File: config.mk
export PLATFORM = sky130hd
export DESIGN_NAME = dram_cmd_responder
export DESIGN_NICKNAME = d
export VERILOG_FILES = /design/src/rtl/dram_pkg.sv /design/src/rtl/dram_bank_table.sv /design/src/rtl/dram_cmd_responder.sv
export SDC_FILE = /design/constraint.sdc
export NUM_CORES = 1
export LEC_CHECK = 0
export BUFFER_PORTS_ARGS = -buffer_cell sky130_fd_sc_hd__buf_2
export CORE_UTILIZATION = 50
export DETAILED_ROUTE_END_ITERATION = 10
export GPL_TIMING_DRIVEN = 0
export PLACE_DENSITY_LB_ADDON = 0.1
export REMOVE_ABC_BUFFERS = 1
export SYNTH_ARGS = -nofsm -noshare
export SYNTH_HDL_FRONTEND = slang
export SYNTH_SLANG_ARGS = --single-unit
File: constraint.sdc
create_clock -name clk -period 2.68 [get_ports clk]
set_input_delay 0.268 -clock clk [delete_from_list [all_inputs] [get_ports clk]]
set_output_delay 0.268 -clock clk [all_outputs]
set_load 0.005 [all_outputs]
File: src/rtl/dram_pkg.sv
// Command/error encodings and FSM state type shared by the DRAM command responder.
// Latency: n/a (types only); backpressure: n/a.
package dram_pkg;

    typedef enum logic [1:0] {
        CMD_ACT = 2'b00,
        CMD_RW  = 2'b01,
        CMD_REF = 2'b10,
        CMD_PRE = 2'b11
    } cmd_e;

    localparam logic [1:0] ERR_NONE         = 2'b00;
    localparam logic [1:0] ERR_ACT_ON_OPEN  = 2'b01;
    localparam logic [1:0] ERR_ROW_MISS     = 2'b10;
    localparam logic [1:0] ERR_REF_NOT_IDLE = 2'b11;

    typedef enum logic [1:0] {
        ST_IDLE = 2'b00,
        ST_EXEC = 2'b01,
        ST_ACK  = 2'b10
    } state_e;

endpackage

File: src/rtl/dram_bank_table.sv
// Per-bank open bit and open-row register with combinational lookup and open/close write ports.
// Latency: lookup 0 cycles, writes visible next cycle; backpressure: none.
module dram_bank_table
    import dram_pkg::*;
#(
    parameter int NB = 8,
    parameter int BW = 3,
    parameter int RW = 7
) (
    input  logic          clk,
    input  logic          rst_b,
    input  logic [BW-1:0] lk_bank_i,
    output logic          lk_open_o,
    output logic [RW-1:0] lk_row_o,
    output logic          any_open_o,
    input  logic          open_en_i,
    input  logic          close_en_i,
    input  logic [BW-1:0] wr_bank_i,
    input  logic [RW-1:0] wr_row_i,
    output logic [NB-1:0] banks_open_o
);

    logic [NB-1:0] open_q, open_d;
    logic [RW-1:0] row_q [NB];

    always_comb begin
        open_d = open_q;
        if (open_en_i)  open_d[wr_bank_i] = 1'b1;
        if (close_en_i) open_d[wr_bank_i] = 1'b0;
    end

    always_ff @(posedge clk) begin
        if (rst_b) begin
            open_q <= '0;
            for (int b = 0; b < NB; b++) row_q[b] <= '0;
        end else begin
            open_q <= open_d;
            if (open_en_i) row_q[wr_bank_i] <= wr_row_i;
        end
    end

    assign lk_open_o    = open_q[lk_bank_i];
    assign lk_row_o     = row_q[lk_bank_i];
    assign any_open_o   = |open_q;
    assign banks_open_o = open_q;

endmodule

File: src/rtl/dram_cmd_responder.sv
// DRAM target model: accepts one command at a time, checks legality, acks after its timing latency, tracks refresh due.
// Latency: req in cycle N -> cmd_ack in N+1+T; backpressure: inputs ignored while busy (no ready).
module dram_cmd_responder
    import dram_pkg::*;
#(
    parameter int NUMBER_OF_BANKS  = 8,
    parameter int NUMBER_OF_ROWS   = 128,
    parameter int NUMBER_OF_COLS   = 8,
    parameter int T_RCD            = 2,
    parameter int T_CAS            = 2,
    parameter int T_RP             = 2,
    parameter int T_RFC            = 8,
    parameter int REFRESH_INTERVAL = 256,
    localparam int BW = $clog2(NUMBER_OF_BANKS),
    localparam int RW = $clog2(NUMBER_OF_ROWS),
    localparam int CW = $clog2(NUMBER_OF_COLS),
    localparam int NB = NUMBER_OF_BANKS
) (
    input  logic          clk,
    input  logic          rst_b,
    input  logic          cmd_req,
    input  logic [1:0]    cmd,
    input  logic [BW-1:0] bank_id,
    input  logic [RW-1:0] row_id,
    input  logic [CW-1:0] col_id,
    output logic          cmd_ack,
    output logic          cmd_err,
    output logic [1:0]    err_code,
    output logic          refresh_flag,
    output logic          refresh_overdue,
    output logic [NB-1:0] banks_open,
    output logic          busy
);

    localparam int TW   = 8;
    localparam int CNTW = $clog2(REFRESH_INTERVAL);
    localparam logic [CNTW-1:0] CNT_RELOAD = CNTW'(REFRESH_INTERVAL - 1);

    state_e          state_q, state_d;
    cmd_e            cmd_q, cmd_d;
    logic [BW-1:0]   bank_q, bank_d;
    logic [RW-1:0]   row_q, row_d;
    logic [1:0]      err_q, err_d;
    logic [TW-1:0]   timer_q, timer_d;
    logic [CNTW-1:0] cnt_q, cnt_d;
    logic            flag_q, flag_d, ovd_q, ovd_d;

    logic            lk_open, any_open, open_en, close_en, ref_done;
    logic [RW-1:0]   lk_row;
    logic [1:0]      chk_err;
    logic [TW-1:0]   t_load;
    logic            col_unused;

    // Column address is carried on the interface but has no row-state effect.
    assign col_unused = ^col_id;

    dram_bank_table #(.NB(NB), .BW(BW), .RW(RW)) u_bank_table (
        .clk          (clk),
        .rst_b        (rst_b),
        .lk_bank_i    (bank_id),
        .lk_open_o    (lk_open),
        .lk_row_o     (lk_row),
        .any_open_o   (any_open),
        .open_en_i    (open_en),
        .close_en_i   (close_en),
        .wr_bank_i    (bank_q),
        .wr_row_i     (row_q),
        .banks_open_o (banks_open)
    );

    always_comb begin
        chk_err = ERR_NONE;
        t_load  = TW'(T_RP);
        case (cmd_e'(cmd))
            CMD_ACT: begin
                t_load = TW'(T_RCD);
                if (lk_open) chk_err = ERR_ACT_ON_OPEN;
            end
            CMD_RW: begin
                t_load = TW'(T_CAS);
                if (!(lk_open && lk_row == row_id)) chk_err = ERR_ROW_MISS;
            end
            CMD_REF: begin
                t_load = TW'(T_RFC);
                if (any_open) chk_err = ERR_REF_NOT_IDLE;
            end
            default: t_load = TW'(T_RP);
        endcase
    end

    always_comb begin
        state_d = state_q;
        cmd_d   = cmd_q;
        bank_d  = bank_q;
        row_d   = row_q;
        err_d   = err_q;
        timer_d = timer_q;
        case (state_q)
            ST_IDLE: if (cmd_req) begin
                cmd_d   = cmd_e'(cmd);
                bank_d  = bank_id;
                row_d   = row_id;
                err_d   = chk_err;
                timer_d = (chk_err != ERR_NONE) ? TW'(1) : t_load;
                state_d = ST_EXEC;
            end
            ST_EXEC: begin
                timer_d = timer_q - TW'(1);
                if (timer_q <= TW'(1)) state_d = ST_ACK;
            end
            default: state_d = ST_IDLE;
        endcase
    end

    assign cmd_ack  = (state_q == ST_ACK);
    assign cmd_err  = cmd_ack && (err_q != ERR_NONE);
    assign err_code = cmd_ack ? err_q : ERR_NONE;
    assign busy     = (state_q != ST_IDLE);
    assign open_en  = cmd_ack && (err_q == ERR_NONE) && (cmd_q == CMD_ACT);
    assign close_en = cmd_ack && (cmd_q == CMD_PRE);
    assign ref_done = cmd_ack && (err_q == ERR_NONE) && (cmd_q == CMD_REF);

    // A completing REF takes priority over a coincident interval expiry.
    always_comb begin
        cnt_d  = cnt_q - CNTW'(1);
        flag_d = flag_q;
        ovd_d  = ovd_q;
        if (ref_done) begin
            cnt_d  = CNT_RELOAD;
            flag_d = 1'b0;
        end else if (cnt_q == '0) begin
            cnt_d  = CNT_RELOAD;
            flag_d = 1'b1;
            if (flag_q) ovd_d = 1'b1;
        end
    end

    always_ff @(posedge clk) begin
        if (rst_b) begin
            state_q <= ST_IDLE;
            cmd_q   <= CMD_ACT;
            bank_q  <= '0;
            row_q   <= '0;
            err_q   <= ERR_NONE;
            timer_q <= '0;
            cnt_q   <= CNT_RELOAD;
            flag_q  <= 1'b0;
            ovd_q   <= 1'b0;
        end else begin
            state_q <= state_d;
            cmd_q   <= cmd_d;
            bank_q  <= bank_d;
            row_q   <= row_d;
            err_q   <= err_d;
            timer_q <= timer_d;
            cnt_q   <= cnt_d;
            flag_q  <= flag_d;
            ovd_q   <= ovd_d;
        end
    end

    assign refresh_flag    = flag_q;
    assign refresh_overdue = ovd_q;

endmodule

* Word level (Yosys, flattened, before mapping) *
Memories as Yosys holds them, arrays and structs flattened.
Index checks and enable logic that the tools add are counted.

word-level totals
  bits in registers = 42
  RAM bits = 56
  output and inout bits = 15
  logic and storage cells = 80
  memories = 1

cells by class
  add/sub/neg operators = 2
  order comparisons = 4
  equality and inequality tests = 9
  muxes and demuxes = 26
  bitwise operators = 4
  reduce and logical (&&, ||, !) cells = 24

memory list
  name                words  bits a word  rd ports  clocked after memory_dff  wr ports  line                   RTL
  u_bank_table.row_q  8      7            1         0                         8         dram_bank_table.sv:24  logic [RW-1:0] row_q [NB];

operator list
  operator               count
  $mux W8                4
  $pmux W8 S2            1
  $sub A8 B1 Y8 const B  2
  $mux W2                5
  $mux W1                9
  $and A8 B8 Y8          1
  $eq A2 B2 Y1 const B   4
  $le A8 B1 Y1 const B   1
  $logic_not A2 Y1       4
  $logic_not A8 Y1       1
  $lt A3 B4 Y1 const B   2
  $not A8 Y8             1
  $or A8 B8 Y8           1
  $reduce_bool A2 Y1     4
  $reduce_or A8 Y1       1
  $eq A7 B7 Y1           1
  $logic_and A1 B1 Y1    7
  $mux W7                1
  $reduce_or A7 Y1       1
  $pmux W2 S3            1
  $reduce_and A2 Y1      3
  $eq A2 B1 Y1 const B   2
  $mux W4                1
  $ne A2 B2 Y1 const B   2
  other kinds (9)        9

* Logic depth before layout (Yosys ltp) *
  depth after elaboration = 9
  depth in mapped cells = 8
  gate-level depth less buffers = 7

* Modules after synthesis *
A second synthesis with hierarchy kept.

unflattened totals
  cell total of the unflattened synthesis = 404
  area total of the unflattened synthesis = 4698.3 um^2

by module, submodules not included
  module              instances  cells an instance  area each (um^2)  sequential area each (um^2)
  dram_bank_table     1          218                3103.0            1841.8
  dram_cmd_responder  1          186                1595.3            680.7

* Worst setup path before layout *
OpenSTA, ideal clock, no wires.

  path kind = flip-flop to flip-flop
  from = register state_q[1]
  to = memory u_bank_table.row_q[5][0] (enable)
  arrival = 1745 ps
  data required time = 2299 ps
  path slack = 555 ps
  stages on the path, launching flop included = 7
  buffers on the path = 2
  clock period less this slack = 2125 ps
  path through = dfxtp_1 > nor2b_1 > buf_2 > nand3b_1 > or2_2 > clkbuf_1 > o21ai_0

RTL lines
  item                    line                       RTL
  start, declared         dram_cmd_responder.sv:39   state_e state_q, state_d;
  start signal, assigned  dram_cmd_responder.sv:150  state_q <= state_d;
  end, declared           dram_bank_table.sv:24

==> results.yml <==
cts:
  cts-root-buf: "clkbuf_8"
  cts_max_path_buffers: 2
  clk_latency_ns: 0.35
  cts-buffers-inserted: 9
  post-cts-setup-buffers: 0
  cts_tree: "done"
  cts_hold_buf: 0
  clk_pin_slew_ns: 0.09
  h-tree-depth: 3
  cts_sinks: 98
drt:
  via_per_inst: 5.61
  ant_nets: 0
  post_drt_wl_per_cell_um: 18.1
  dr.pass1.iters: 4
  drt_wl_total_um: 9680
  drtIter0Drc: 115
  vias: 2999
  drc: 0
run_status:
  status: "finished, final reports clean"
sta:
  setup_violations: 0
  relSlewSlack_pct: 35.5
  fin_tns_setup_ns: 0
  fmax_ghz: 0.400
  hold_viol_final: 0
  final.min_clock_period_ns: 2.50
  hold_slack_ns: 0.163
  worst_pin_slew_ns: 0.962
  drv_slew: 0
  clock_skew_ns: 0.00861
  post-route-period-util_pct: 93.3
  rsz0062_at_grt: "no"
critical_path:
  crit_fanout: 7
  crit_arrival_ns: 2.48
  reg2reg_from: "state_q[1]$_SDFFE_PP0P_"
  r2r_end: "u_bank_table.row_q[5][1]$_SDFFCE_PN0P_"
  worst_path_max_delay_cell: "o21ai_1"
  worstSetupPathType: "flop to flop"
  path_cells: "nor2b_1 -> nand3b_1 -> or2_2 -> o21ai_1"
  reg2reg_depth: 4
  crit_path_max_incr_delay_ns: 0.64
  worst_setup_path_end_kind: "flop"
  cp.required_ns: 2.66
  ff2ff_setup_slack_ns: 0.18
  cp-start-kind: "flop"
global_route:
  grt_pass1_vias: 2980
  overflow: 0
  track_usage_pct: 21.6
  grt_max_degree: 38
  grt_pass1_wl_um: 15300
  antenna_found_initial: 0
floorplanning:
  num_io_pins: 33
  core_area_sq_um: 8760
  die_h_um: 97.3
  row_count: 34
  die_area_sq_um: 9470
  start_util_pct: 51.8
  die_width_um: 97.3
cells_and_area:
  nets: 443
  final_cell_mix: "59 x and2_1, 56 x edfxtp_1, 42 x nand2_1, 42 x dfxtp_1, 33 x nor2_1"
  diodes: 0
  drive_above_1_share_pct: 14.3
  fill_cells: 781
  final_core_util_pct: 56.6
  fin_cells: 535
  areaGrowthSynthToFinish_pct: 9.17
  final_common_cell: "and2_1"
place:
  place.gp.congestion: 0.803
  portBuffers: 29
  hpwl_um: 6450
  dpl.cell_count: 519
synthesis:
  avgSynthCellArea_sq_um: 11.4
  synth_ff_type: "edfxtp_1"
  ys.warnings.count: 0
  synth_cell_types: 45
  ys_seq_elements: 98
  synth_edf_count: 56
  synthesis.area_sq_um: 4540
  syn_inst: 397
  synth-async-reset-ratio_pct: 0
  ys_seq_area_share_pct: 55.5
pwr:
  finalPower_mw: 3.03
  ir_drop_v: 0.000240
  power.leakage_nw: 1.89
  p_per_area_nw_per_um2: 610
run:
  maxCapViolations: 0
min_path:
  hp-start: "row_id[0]"
  hold_class: "input pin to flop"
  min_to: "row_q[0]$_SDFFE_PP0P_"
  whs_path_depth: 3
routing by layer:
metal  vias to the layer above  track usage (%)  share of wire [%]
li1                       1475                -                  -
met4                         0             7.92                2.1
met3                        16             5.11                4.7
met2                        62             35.8                 49
met5                         -                0                  0
met1                      1446             27.6                 44
power breakdown:
| part | switching, mW | internal, mW |
|---|---|---|
| combinational | 0.205 | 0.128 |
| sequential | 0.0654 | 1.66 |
| clock | 0.493 | 0.475 |
| total | 0.763 | 2.26 |
cells in the mapped netlist, types with 3 or more instances:
cell,count,area share (%)
dfxtp_1,42,19
o21ai_1,3,0.33
or4_1,5,0.83
xnor2_1,3,0.58
mux2i_1,17,3.7
and2_1,59,8.1
nor2b_1,6,0.83
buf_6,3,0.74
nand2b_1,3,0.41
mux4_1,7,4.0
o21ai_0,7,0.77
a211oi_1,6,0.99
nor2_1,33,2.7
nand2_1,42,3.5
mux4_2,6,3.0
inv_1,6,0.50
a21oi_1,23,2.5
or3_1,6,0.83
xor2_1,10,1.9
or2_2,3,0.41
edfxtp_1,56,37
nand3_1,3,0.33
clkbuf_1,9,0.74
ha_1,3,0.83
nor3_1,6,0.66
worst max path at each step:
stage                                        from                                endpoint
final                     state_q[1]$_SDFFE_PP0P_  u_bank_table.row_q[5][1]$_SDFFCE_PN0P_
after detailed placement  state_q[1]$_SDFFE_PP0P_  u_bank_table.row_q[6][0]$_SDFFCE_PN0P_
after global routing      state_q[1]$_SDFFE_PP0P_  u_bank_table.row_q[5][5]$_SDFFCE_PN0P_
after global placement    state_q[1]$_SDFFE_PP0P_  u_bank_table.row_q[7][4]$_SDFFCE_PN0P_
after CTS                 state_q[1]$_SDFFE_PP0P_  u_bank_table.row_q[6][6]$_SDFFCE_PN0P_
after floorplan           state_q[1]$_SDFFE_PP0P_  u_bank_table.row_q[5][0]$_SDFFCE_PN0P_
state kept, by name, summed over array words and instances, names as in the netlist:
register / cells
refresh_overdue: 1
bank_q: 3
cmd_q: 2
u_bank_table.banks_open_o: 8
cnt_q: 8
row_q: 7
state_q: 2
err_q: 2
timer_q: 8
u_bank_table.row_q: 56
refresh_flag: 1
repair_timing:
action,4_1_cts,5_1_grt
pin swaps,0,0
endpoints found under the setup margin,14,12
resized for setup,2,2
cells by family (layout without fill, tap and decap cells):
| family | after synthesis | in the layout | synth area share [%] |
|---|---|---|---|
| XOR/XNOR | 13 | 13 | 2.51 |
| buffers and inverters | 23 | 53 | 2.45 |
| flip-flops | 98 | 98 | 55.5 |
| AND/OR/NAND/NOR | 176 | 176 | 20.4 |
| multiplexers | 31 | 31 | 11.0 |
| adder cells (fa/ha/maj) | 3 | 3 | 0.826 |
| AO/OA/AOI/OAI | 53 | 53 | 7.27 |
worst max-delay path: cells and delay by family, from the launching register on:
kind | cells | cell delay (ns)
DFF | 1 | 0.39
and+or+nand+nor | 3 | 1.09
AOI/OAI and AO/OA | 1 | 0.64
final cells by class:
class	count	area, sq um	share of cell area (%)
inverters	7	26.3	0.530
clock buffers	13	191	3.86
multi-input cells	276	1920	38.7
well taps	108	135	2.72
clock inverters	3	16.3	0.328
flip-flops and latches	98	2520	50.9
repair buffers	30	150	3.03
through the flow:
stage                     setup slack, ns  cell area, sq um
after floorplan                     0.516              4460
after global placement             -0.224              4740
after detailed placement           -0.294              4750
after CTS                          0.0774              4960
after global routing               0.0208              4960
final                               0.181              4960
(Power assumes the default switching activity.)
